==> config.mk <==
export PLATFORM = sky130hd
export DESIGN_NAME = register_file
export DESIGN_NICKNAME = d
export VERILOG_FILES = /design/src/rtl/register_file.sv
export SDC_FILE = /design/constraint.sdc
export NUM_CORES = 2
export LEC_CHECK = 0
export BUFFER_PORTS_ARGS = -buffer_cell sky130_fd_sc_hd__buf_2
export CELL_PAD_IN_SITES_DETAIL_PLACEMENT = 2
export CELL_PAD_IN_SITES_GLOBAL_PLACEMENT = 2
export CORE_MARGIN = 1
export CORE_UTILIZATION = 42
export CTS_BUF_LIST = sky130_fd_sc_hd__clkbuf_4 sky130_fd_sc_hd__clkbuf_8 sky130_fd_sc_hd__clkbuf_16
export DETAILED_ROUTE_END_ITERATION = 8
export HOLD_SLACK_MARGIN = 0.15
export PLACE_DENSITY_LB_ADDON = 0.1
export SYNTH_ARGS = -nofsm -noshare
export SYNTH_HDL_FRONTEND = slang
export SYNTH_SLANG_ARGS = --single-unit
export TNS_END_PERCENT = 5
==> constraint.sdc <==
create_clock -name clk -period 1.99 [get_ports clk]
set_clock_uncertainty 0.15 [all_clocks]
set_input_delay 0.0995 -clock clk [delete_from_list [all_inputs] [get_ports clk]]
set_output_delay 0.0995 -clock clk [all_outputs]
set_load 0.005 [all_outputs]
==> src/rtl/register_file.sv <==
// register_file: two-read, one-write register array with optional zero register and write bypass
//   clk, reset             : rising-edge clock, synchronous active-high clear of every register
//   wr_en/wr_addr/wr_data  : clocked write port
//   rd_addr1/rd_data1      : combinational read port 1
//   rd_addr2/rd_data2      : combinational read port 2
module register_file #(
  parameter int WIDTH     = 32,
  parameter int ADDR_BITS = 5,
  parameter bit ZERO_REG  = 1'b1,
  parameter bit BYPASS    = 1'b1
) (
  input  logic                 clk,
  input  logic                 reset,
  input  logic                 wr_en,
  input  logic [ADDR_BITS-1:0] wr_addr,
  input  logic [WIDTH-1:0]     wr_data,
  input  logic [ADDR_BITS-1:0] rd_addr1,
  input  logic [ADDR_BITS-1:0] rd_addr2,
  output logic [WIDTH-1:0]     rd_data1,
  output logic [WIDTH-1:0]     rd_data2
);
  localparam int DEPTH = 2**ADDR_BITS;
  logic [WIDTH-1:0] r_mem [DEPTH];
  logic             w_wr_ok, w_byp1, w_byp2, w_zero1, w_zero2;
  assign w_wr_ok = wr_en && !(ZERO_REG && wr_addr == '0);
  always_ff @(posedge clk) begin
    if (reset) begin
      for (int i = 0; i < DEPTH; i++) r_mem[i] <= '0;
    end else if (w_wr_ok) begin
      r_mem[wr_addr] <= wr_data;
    end
  end
  // bypass is held off during reset so a reset cycle shows stored contents
  always_comb begin
    w_zero1  = ZERO_REG && rd_addr1 == '0;
    w_zero2  = ZERO_REG && rd_addr2 == '0;
    w_byp1   = BYPASS && !reset && wr_en && rd_addr1 == wr_addr;
    w_byp2   = BYPASS && !reset && wr_en && rd_addr2 == wr_addr;
    rd_data1 = w_zero1 ? '0 : w_byp1 ? wr_data : r_mem[rd_addr1];
    rd_data2 = w_zero2 ? '0 : w_byp2 ? wr_data : r_mem[rd_addr2];
  end
endmodule

==> flow_summary.yaml <==
power:
  switching_share_pct: 26.8
  internal_power_uw: 42000
  netSwitchingPower_uw: 15400
  p_leak_uw: 0.0252
  p_total_uw: 57400
  pwr-share-clk_pct: 39.6
  p_seq_share_pct: 44.8
  powerDensity_nw_per_um2: 835
  peakVddDrop_mv: 0.757
  p_comb_share_pct: 15.6
drt:
  ant_nets: 0
  wl_per_cell_um: 40.9
  remaining_drc_errors: 0
  vias: 40600
  dr.pass1.iters: 8
  routed_via_density: 6.58
  drtIter0Drc: 5642
  routed_wl_mm: 252
yosys:
  synth_ff_type: "edfxtp_1"
  syn_area_per_cell_um2: 14.6
  synthTopCellsByCount: "edfxtp_1 (1024), and2_1 (994), mux4_2 (383), clkbuf_1 (293), mux2i_1 (275)"
  yosys_warnings: 0
  yosysTopAreaCellShare_pct: 56.1
  synth_edf_count: 1024
  yosys-top-cells-area: "edfxtp_1 (56%), mux4_2 (16%), and2_1 (11%)"
  synthCells: 3749
  ys_seq_area_share_pct: 56.1
  netlist_area_um2: 54800
  yosysMostFrequentCell: "edfxtp_1"
  synth.largest_area_cell: "edfxtp_1"
  synth.distinct_cells: 60
  ys_seq_elements: 1024
  async_flop_share_pct: 0
grt:
  antenna_found_initial: 29
  grt_pass1_vias: 44000
  grt_usage_pct: 38.2
  grt_pass1_wl_mm: 349
  grt_max_degree: 51
  gr-total-overflow: 0
layout:
  nets: 4377
  drive_above_1_share_pct: 36.3
  postLayoutCellArea_um2: 68800
  regMostFlops: "r_mem"
  register_area_um2: 30700
  largest_reg_flops: 1024
  multi_input_area_um2: 23600
  reg_top3: "r_mem x1024"
  n_fill_cell: 11700
  area_growth_pct: 25.6
  instances_no_fill: 6176
floorplanning:
  initial_core_util_pct: 42.3
  chipWidth_um: 363
  dieArea_um2: 132000
  core_area_um2: 129000
  ioPinCount: 114
  num_rows: 132
  fp.dieH_um: 363
clocking:
  cts_sinks: 1024
  htreeDepth: 3
  cts_tree: "done"
  cts-root-buf: "clkbuf_16"
  cts_max_path_buffers: 3
  clkTransAtPathRegs_ns: 0.06
  numCtsBuffers: 116
timing:
  rsz0062_at_grt: "true"
  setup_violations: 64
  slew_headroom_pct: 14.6
  tightestPinTransition_ns: 1.27
  period_share_pct: 156
  min_period_ns: 3.10
  drv_slew: 0
  fmaxAchievable_mhz: 323
  final-hold-violation-count: 0
  worst_slack_ns: -1.11
  setup-tns-final_ns: -58.86
outcome:
  status: "finished with violations"
  violations: "setup timing"
placement:
  dpl_cell_area_um2: 63400
  io_buffers: 113
  dp_hpwl_mm: 174
  place_inst: 5910
  gp_congestion: 0.935
  dp_slack_ns: -0.908
worst_setup_path:
  crit_type: "reg2out"
  cp.required_ns: 1.74
  critPathCaptureType: "primary output"
  cp_max_fo: 2
  start_kind: "flip-flop"
  worstPathArrival_ns: 2.85
hold_path:
  hold_class: "in2reg"
flow_run:
  cap_violations: 0
## path summary, 6_finish.rpt
path | from | to | slack, ns | cells past startpoint
min | wr_data[22] | r_mem[13][22] | 0.25 | 3
max | r_mem[12][19] | rd_data2[19] | -1.11 | 7
## layout make-up
| cell class | instances | share of cell area (%) |
|---|---|---|
| multi-input cells | 2346 | 34.3 |
| well taps | 1742 | 3.17 |
| inverters | 5 | 0.0273 |
| repair buffers | 834 | 12.0 |
| clock inverters | 79 | 1.19 |
| clock buffers | 139 | 4.52 |
| flip-flops and latches | 1024 | 44.7 |
| diodes | 7 | 0.0255 |
## critical path, cell delays in order, from the launching register on
cell and delay [ns]:
edfxtp_1 0.45, mux4_2 0.51, a22o_1 0.26, a2111oi_4 0.22, buf_4 0.22, a21oi_2 0.05, a22o_4 0.26, buf_6 0.12
## metal layers
metal / global-route usage [%] / wire (um) / vias up
li1: - / - / 15600
met1: 49.2 / 95200 / 21900
met5: 0 / 46 / -
met2: 61.4 / 119000 / 2461
met4: 21.6 / 16500 / 6
met3: 6.44 / 21500 / 603
## power groups by stage
stage          Clock (uW)  Combinational, uW  Sequential, uW
2_1_floorplan           0               3890           25700
3_3_place_gp            0               7980           25900
3_5_place_dp            0               8210           26100
4_1_cts             22900               8710           25700
5_1_grt             23600               9100           25800
6_report            22800               8960           25700
## cell families (layout without fill, tap and decap cells)
group	after synthesis	in the layout	synth area share (%)
xor+xnor	10	10	0.160
mux	660	660	20.8
compound gates	473	473	6.58
buf+inv	410	1057	3.32
simple gates	1171	1171	13.0
other cells	1	39	0.00685
flops	1024	1024	56.1
## cell usage in the layout (no fill, tap or decap), types with 9 or more instances in the layout
| cell type | instances |
|---|---|
| clkbuf_16 | 118 |
| a22oi_2 | 22 |
| nor2_4 | 33 |
| mux2i_1 | 270 |
| edfxtp_1 | 1024 |
| a31oi_1 | 9 |
| o22ai_1 | 37 |
| buf_12 | 165 |
| nor2_1 | 12 |
| conb_1 | 32 |
| o221a_2 | 17 |
| a2111oi_4 | 19 |
| a22oi_1 | 100 |
| nand3_1 | 16 |
| nand2_1 | 42 |
| o21ai_0 | 10 |
| o221ai_1 | 34 |
| a2111oi_2 | 12 |
| o211ai_1 | 12 |
| buf_4 | 512 |
| buf_2 | 98 |
| clkinv_2 | 22 |
| clkbuf_4 | 21 |
| a221o_1 | 9 |
| buf_6 | 23 |
| a21oi_1 | 50 |
| clkinv_1 | 28 |
| or2_2 | 25 |
| and2_1 | 993 |
| bufinv_16 | 16 |
| dlygate4sd3_1 | 33 |
| a21oi_2 | 21 |
| mux4_2 | 383 |
| a22o_1 | 64 |
## metrics by stage
stage	utilization [%]	hold WS, ns
global placement	48.9	0.405
CTS	53.0	0.194
detailed placement	48.9	0.401
global route	53.1	0.248
finish	53.1	0.252
floorplan	-	0.148
## timing repair
| item | 4_1_cts | 5_1_grt |
|---|---|---|
| endpoints found under the setup margin | 64 | 64 |
| gates resized for setup | 170 | 26 |
| hold buffers | 33 | 0 |
| pin swaps | 94 | 7 |
| setup buffers | 7 | 2 |
| endpoints found under the hold margin | 1003 | 0 |
No activity file was read; power rests on OpenSTA's default activity.
